File: src/rtl/window3x3_filter.sv
// Streaming 3x3 neighbourhood filter fed by two line-buffer taps. Emits a
// Gaussian 1-2-1 or Sobel |Gx|+|Gy| pixel for the interior of each frame.
module window3x3_filter #(
  parameter int IMG_W = 98,
  parameter int IMG_H = 98
) (
  input  logic       clk,
  input  logic       rst_n,
  input  logic       in_valid,
  input  logic       sof,
  input  logic [7:0] pix_in,
  input  logic [7:0] row1_in,
  input  logic [7:0] row2_in,
  input  logic       mode,
  output logic       out_valid,
  output logic [7:0] out_pix,
  output logic       frame_done,
  output logic       busy
);

  localparam int DATA_W = 8;
  localparam int CW     = (IMG_W > 2) ? $clog2(IMG_W) : 2;
  localparam int RW     = (IMG_H > 2) ? $clog2(IMG_H) : 2;

  typedef enum logic [1:0] {IDLE, PRIME, ACTIVE} state_t;

  state_t              state, state_nx;
  logic [CW-1:0]       col;
  logic [RW-1:0]       row;
  logic                start, accept, clr, at_eol, qualify, last_beat;
  logic [DATA_W-1:0]   new_col [3];
  logic [DATA_W-1:0]   win_p0  [3][3];
  logic                vld_p0, last_p0, mode_p0;
  logic [11:0]         gsum_c;
  logic [10:0]         gx_r, gx_l, gy_b, gy_t;
  logic signed [10:0]  gx_c, gy_c;
  logic [11:0]         gsum_p1;
  logic signed [10:0]  gx_p1, gy_p1;
  logic                vld_p1, last_p1, mode_p1;

  function automatic logic [DATA_W-1:0] gauss_scale(input logic [11:0] s);
    return DATA_W'(s >> 4);
  endfunction

  function automatic logic [DATA_W-1:0] sobel_mag(input logic signed [10:0] gx,
                                                  input logic signed [10:0] gy);
    logic [10:0] ax;
    logic [10:0] ay;
    logic [11:0] mag;
    ax  = gx[10] ? 11'(-gx) : 11'(gx);
    ay  = gy[10] ? 11'(-gy) : 11'(gy);
    mag = 12'(ax) + 12'(ay);
    return (mag > 12'd255) ? {DATA_W{1'b1}} : mag[DATA_W-1:0];
  endfunction

  // Beat decode: a sof beat always restarts at (0,0); IDLE ignores everything else.
  always_comb begin
    start     = in_valid && sof;
    accept    = in_valid && (sof || (state != IDLE));
    at_eol    = (col == CW'(IMG_W - 1));
    clr       = start || (col == '0);
    qualify   = accept && !sof && (col >= CW'(2)) && (row >= RW'(2));
    last_beat = qualify && at_eol && (row == RW'(IMG_H - 1));
    new_col[0] = row2_in;
    new_col[1] = row1_in;
    new_col[2] = pix_in;
  end

  always_ff @(posedge clk) begin
    if (!rst_n) state <= IDLE;
    else        state <= state_nx;
  end

  always_comb begin
    state_nx = state;
    case (state)
      IDLE:    if (start) state_nx = PRIME;
      PRIME: begin
        if (start)                                        state_nx = PRIME;
        else if (accept && at_eol && (row == RW'(1)))     state_nx = ACTIVE;
      end
      ACTIVE: begin
        if (start)          state_nx = PRIME;
        else if (last_beat) state_nx = IDLE;
      end
      default: state_nx = IDLE;
    endcase
  end

  always_comb begin
    busy = (state != IDLE);
  end

  always_ff @(posedge clk) begin
    if (!rst_n) begin
      col <= '0;
      row <= '0;
    end else if (start) begin
      col <= CW'(1);
      row <= '0;
    end else if (accept) begin
      if (at_eol) begin
        col <= '0;
        row <= (row == RW'(IMG_H - 1)) ? '0 : row + RW'(1);
      end else begin
        col <= col + CW'(1);
      end
    end
  end

  // Stage p0: window shift; column 0 of each row starts from an empty window.
  always_ff @(posedge clk) begin
    if (!rst_n) begin
      for (int r = 0; r < 3; r++)
        for (int c = 0; c < 3; c++)
          win_p0[r][c] <= '0;
    end else if (accept) begin
      for (int r = 0; r < 3; r++) begin
        win_p0[r][0] <= clr ? '0 : win_p0[r][1];
        win_p0[r][1] <= clr ? '0 : win_p0[r][2];
        win_p0[r][2] <= new_col[r];
      end
    end
  end

  always_comb begin
    gsum_c = 12'(win_p0[0][0]) + 12'(win_p0[0][2]) + 12'(win_p0[2][0]) + 12'(win_p0[2][2])
           + ((12'(win_p0[0][1]) + 12'(win_p0[1][0]) + 12'(win_p0[1][2]) + 12'(win_p0[2][1])) << 1)
           + (12'(win_p0[1][1]) << 2);
    gx_r = 11'(win_p0[0][2]) + (11'(win_p0[1][2]) << 1) + 11'(win_p0[2][2]);
    gx_l = 11'(win_p0[0][0]) + (11'(win_p0[1][0]) << 1) + 11'(win_p0[2][0]);
    gy_b = 11'(win_p0[2][0]) + (11'(win_p0[2][1]) << 1) + 11'(win_p0[2][2]);
    gy_t = 11'(win_p0[0][0]) + (11'(win_p0[0][1]) << 1) + 11'(win_p0[0][2]);
    gx_c = $signed(gx_r) - $signed(gx_l);
    gy_c = $signed(gy_b) - $signed(gy_t);
  end

  // Stage p1: partial results for both modes; the mode bit selects at p2.
  always_ff @(posedge clk) begin
    if (accept) mode_p0 <= mode;
    gsum_p1 <= gsum_c;
    gx_p1   <= gx_c;
    gy_p1   <= gy_c;
    mode_p1 <= mode_p0;
  end

  // Stage p2: output register; control drains every cycle regardless of in_valid.
  always_ff @(posedge clk) begin
    if (!rst_n) begin
      vld_p0     <= 1'b0;
      last_p0    <= 1'b0;
      vld_p1     <= 1'b0;
      last_p1    <= 1'b0;
      out_valid  <= 1'b0;
      frame_done <= 1'b0;
      out_pix    <= '0;
    end else begin
      vld_p0     <= qualify;
      last_p0    <= last_beat;
      vld_p1     <= vld_p0;
      last_p1    <= last_p0;
      out_valid  <= vld_p1;
      frame_done <= last_p1;
      if (vld_p1)
        out_pix <= mode_p1 ? sobel_mag(gx_p1, gy_p1) : gauss_scale(gsum_p1);
    end
  end

endmodule

File: config.mk
export PLATFORM = sky130hd
export DESIGN_NAME = window3x3_filter
export DESIGN_NICKNAME = d
export VERILOG_FILES = /design/src/rtl/window3x3_filter.sv
export SDC_FILE = /design/constraint.sdc
export NUM_CORES = 1
export LEC_CHECK = 0
export BUFFER_PORTS_ARGS = -buffer_cell sky130_fd_sc_hd__buf_2
export CORE_ASPECT_RATIO = 1.4
export CORE_UTILIZATION = 55
export CTS_BUF_LIST = sky130_fd_sc_hd__clkbuf_4 sky130_fd_sc_hd__clkbuf_8
export CTS_CLUSTER_DIAMETER = 40
export DETAILED_ROUTE_END_ITERATION = 6
export PLACE_DENSITY = 0.78
export SETUP_SLACK_MARGIN = 0.5
export SLEW_MARGIN = 30
export SYNTH_ARGS = -nofsm -noshare
export SYNTH_HDL_FRONTEND = slang
export SYNTH_SLANG_ARGS = --single-unit
File: constraint.sdc
create_clock -name clk -period 9.9 [get_ports clk]
set_input_delay 0.495 -clock clk [delete_from_list [all_inputs] [get_ports clk]]
set_output_delay 0.495 -clock clk [all_outputs]
set_load 0.005 [all_outputs]
* Word level (Yosys, flattened, before mapping)
Memory sizes are Yosys's and may differ from the RTL's. Cells that the tools add are included. W data, S select, Z words.
Word-level totals: input bits 29, word-level logic and storage cells 113, RAM bits 72, output and inout port bits 11, memories 1, register bits 66
Cells by class: eq/ne operators 8, $add $sub $neg 23, reductions and logical operators 19, $lt $le $gt $ge 3, bitwise operators 10, multiplexer cells 33
Memory list:
- win_p0 | words 3, bits a word 24, rd ports 3, clocked after Yosys merged registers in 0, write ports 3, line 32 | logic [DATA_W-1:0] win_p0 [3][3];
Operators with widths (number):
- $mux W8 | 17
- $add A10 B8 Y11 | 6
- $add A8 B9 Y10 | 4
- $mux W11 | 2
- $neg A11 Y11 | 2
- $sub A11 B11 Y11 | 2
- $add A9 B8 Y10 | 2
- $add A8 B8 Y9 | 2
- $add A7 B1 Y7 const B | 2
- $eq A7 B7 Y1 const B | 2
- $ge A7 B2 Y1 const B | 2
- $mux W7 | 2
- $add A11 B11 Y12 | 1
- $add A11 B12 Y12 | 1
- $add A12 B10 Y12 | 1
- $gt A12 B8 Y1 const B | 1
- $mux W2 | 5
- $logic_and A1 B1 Y1 | 9
- $or A1 B1 Y1 | 9
- $eq A7 B1 Y1 const B | 1
- $logic_not A7 Y1 | 1
- $mux W1 | 6
- $ne A3 B3 Y1 const B | 2
- $pmux W2 S3 | 1
- 11 further kinds | 13

* Logic depth before layout (Yosys ltp)
depth after elaboration 11, depth in mapped cells 23, mapped depth without buffers 23

* Least setup slack after synthesis
No wires, ideal clock.
kind flip-flop to flip-flop, start memory win_p0[0][25] in the netlist's numbering, end register gsum_p1[11], data required time 9.781 ns, library setup time 0.119 ns, arrival 5.417 ns, cell stages (with the launch flop) 23, slack 4.364 ns, path buffers 0, period minus slack after synthesis 5.536 ns, cell sequence edfxtp_1 -> inv_1 -> fa_1 -> fa_1 -> inv_1 -> ha_1 -> inv_1 -> fa_1 -> nor2b_1 -> o21ai_0 -> a21boi_0 -> nor2_1 -> fa_1 -> inv_1 -> fa_1 -> fa_1 -> inv_1 -> ha_1 -> o21a_1 -> or2_2 -> a31oi_1 -> o211ai_1 -> xnor2_1
RTL lines:
- start, declared | line 32
- end signal, assigned | line 141 | gsum_p1 <= gsum_c;
- end, declared | line 37 | logic [11:0] gsum_p1;

==> flow_summary.toml <==
[outcome]
status = "completed"

[setup_path]
start_kind = "register"
r2r_cells = 22
end_kind = "register"
r2r_end = "gsum_p1[11]"
required_ns = 10.24
crit_type = "reg -> reg"
arrival_ns = 6.28
r2r-start = "win_p0[0][25]"
cp_max_fo = 4
reg2reg_slack_ns = 3.96

[sta]
final-hold-violation-count = 0
finalCriticalPeriod_ns = 5.941
tightest_slew_ns = 0.8554
relSlewSlack = 0.4285
grt_setup_unrepaired = "false"
setup-tns-final_ns = 0
setup-violations-final = 0
clock_skew_ns = 0.01549
max_freq_mhz = 168.3
finalMaxSlewViolations = 0
fin_crit_sh = 0.6001

[worst_hold_path]
hp-class = "in -> reg"
whs_path_depth = 1
whs_endpoint = "mode_p0"
hp-start = "mode"

[layout]
fin_nets = 1124
num-fill-cells = 1354
layout-drive-gt1-share = 0.09110
area_growth_pct = 9.024
fin_cells = 1165
n_antenna_cell = 0

[floorplanning]
fp.coreArea_mm2 = 0.01689
dieArea_mm2 = 0.01793
die_w_um = 113.5
fp-row-count = 56
die_h_um = 158.1
io_pins = 40
start_util = 0.5665

[global_routing]
use_met2 = 0.4030
grt_overflow = 0
antenna_found_initial = 0
first_global_vias = 6451
use_met1 = 0.2468
busiest_layer = "met2"
use_met3 = 0.03867
grt_pass1_wl_um = 30020
grt_max_degree = 73
grt_util_all_layers = 0.2198

[yosys]
async_flop_share = 0
synth_area_per_cell_um2 = 10.92
ys.flop_type = "edfxtp_1"
seq_area_frac_synth = 0.3568
ys_types = 57
ys_seq_elements = 134
postSynthCellCount = 876
synth-edff-count = 73
syn_nets = 1080
synth_warnings = 0
netlist_area_mm2 = 0.009567

[power]
switching_share = 0.4425
max-vdd-ir-drop_v = 0.0001594
internal-power_mw = 1.846
pwr-share-comb = 0.633
leakage_nw = 4.611
power_switching_mw = 1.465
clock_power_share = 0.135
cellPowerDensity_mw_per_mm2 = 317.5
pwr-share-seq = 0.232

[run]
drv_cap = 0

[placed_design]
port_buffers = 39
hpwlAfterDp_um = 14600
finalWeightedCongestion = 0.8630
numPlacedInstances = 1132

[clock_tree]
clkSinkCount = 134
clock_tree.root_cell = "clkbuf_8"
clkSlewWorstSetupHoldPaths_ns = 0.07
cts_tree = "yes"
ctsResizeCount = 0
clock_latency_ns = 0.45
cts_buffers = 17
h-tree-depth = 4
clock_path_buffers = 2
cts_hold_buffers = 0
cts_setup_buffers = 0

[routing]
drc = 0
wl_um = 17910
wl_per_cell_um = 15.37
firstDrtPassIters = 4
avgViaCountPerCell = 5.217
drt-initial-drc-count = 310
num_vias = 6078
drtAntennaViolNets = 0
## worst max path at each step
| stage | cells after the start | slack [ns] | end | startpoint |
|---|---|---|---|---|
| after floorplan | 22 | 4.36 | gsum_p1[11] | win_p0[0][25] |
| after global placement | 22 | 4.11 | gsum_p1[11] | win_p0[0][25] |
| after detailed placement | 22 | 3.99 | gsum_p1[11] | win_p0[0][25] |
| after CTS | 22 | 3.97 | gsum_p1[11] | win_p0[0][25] |
| after global routing | 22 | 3.67 | gsum_p1[11] | win_p0[0][25] |
| final | 22 | 3.96 | gsum_p1[11] | win_p0[0][25] |
## layout by cell type, fill, tap and decap left out, drive strengths merged, types with 27 or more instances in the layout
master / synthesis / final
fa: 108 / 108
edfxtp: 73 / 73
dfxtp: 61 / 61
xnor2: 39 / 39
inv: 154 / 157
ha: 67 / 67
and3: 33 / 33
o21ai: 27 / 27
buf: 0 / 40
and2: 53 / 53
nor2: 50 / 50
## state kept, by name, indices dropped and copies added, names as in the netlist
signal / flops
mode_p0: 1
mode_p1: 1
row: 7
frame_done: 1
state: 2
out_valid: 1
gy_p1: 11
win_p0: 72
gx_p1: 11
last_p1: 1
last_p0: 1
vld_p0: 1
gsum_p1: 8
col: 7
vld_p1: 1
out_pix: 8
## power by group through the flow
stage / sequential (mW) / clock, mW / combinational [mW]
2_1_floorplan: 0.755 / 0 / 1.64
3_3_place_gp: 0.781 / 0 / 2.04
3_5_place_dp: 0.783 / 0 / 2.08
4_1_cts: 0.771 / 0.458 / 2.10
5_1_grt: 0.781 / 0.482 / 2.37
6_report: 0.770 / 0.447 / 2.09
## routing by layer
layer,share of wire,wire [µm]
met1,0.41,7298
met2,0.54,9688
met3,0.022,386
met4,0.030,536
met5,0,0
## stage by stage
| stage | hold slack, ns | util | cell area, µm² | power, mW | worst slack [ns] |
|---|---|---|---|---|---|
| after floorplan | 0.3233 | - | 9567 | 2.398 | 4.364 |
| after CTS | 0.1869 | 0.6165 | 10410 | 3.327 | 3.966 |
| final | 0.2210 | 0.6177 | 10430 | 3.312 | 3.959 |
| after detailed placement | 0.3385 | 0.5932 | 10020 | 2.866 | 3.994 |
| after global placement | 0.3274 | 0.5932 | 10020 | 2.824 | 4.113 |
| after global routing | 0.1898 | 0.6177 | 10430 | 3.636 | 3.665 |
## area by class of cell
class                      instances  area (µm²)  area share
sequential                       134        3413      0.3273
clock inverter                    14       151.4     0.01452
multi-input combinational        573        5540      0.5312
inverter                         154       578.1     0.05542
timing repair buffer              40       215.2     0.02063
tap                              232       290.3     0.02783
clock buffer                      18       241.5     0.02315
## synth_stat cells, types with 25 or more instances
| cell | count | area, µm² |
|---|---|---|
| a21oi_1 | 25 | 125.1 |
| and2_1 | 53 | 331.6 |
| and3_1 | 33 | 206.5 |
| dfxtp_1 | 61 | 1221 |
| edfxtp_1 | 73 | 2192 |
| fa_1 | 108 | 2162 |
| ha_1 | 67 | 838.3 |
| inv_1 | 153 | 574.3 |
| nand2_1 | 26 | 97.59 |
| nor2_1 | 50 | 187.7 |
| o21ai_0 | 26 | 130.1 |
| xnor2_1 | 39 | 341.6 |
## logic make-up (layout without fill, tap and decap cells)
logic type               after synthesis  count (layout)  synth area share
AO/OA/AOI/OAI                        115             115           0.08396
XOR/XNOR                              52              52           0.04761
adder cells (fa/ha/maj)              175             175            0.3136
buffers and inverters                169             226           0.06657
flip-flops                           134             134            0.3568
multiplexers                           1               1          0.001046
AND/OR/NAND/NOR                      230             230            0.1304
## worst max-delay path, stage by stage, from the launching register on
cell	delay [ns]
edfxtp_1	0.44
inv_1	0.11
fa_1	0.45
fa_1	0.46
inv_1	0.07
ha_1	0.17
inv_1	0.06
fa_1	0.41
nor2b_1	0.14
o21ai_0	0.13
a21boi_0	0.26
nor2_1	0.10
fa_1	0.48
inv_1	0.05
fa_1	0.50
fa_1	0.55
inv_1	0.04
ha_1	0.32
o21a_1	0.22
or2_2	0.27
a31oi_1	0.31
o211ai_1	0.16
xnor2_1	0.14
Power figures use the tool's default switching activity.
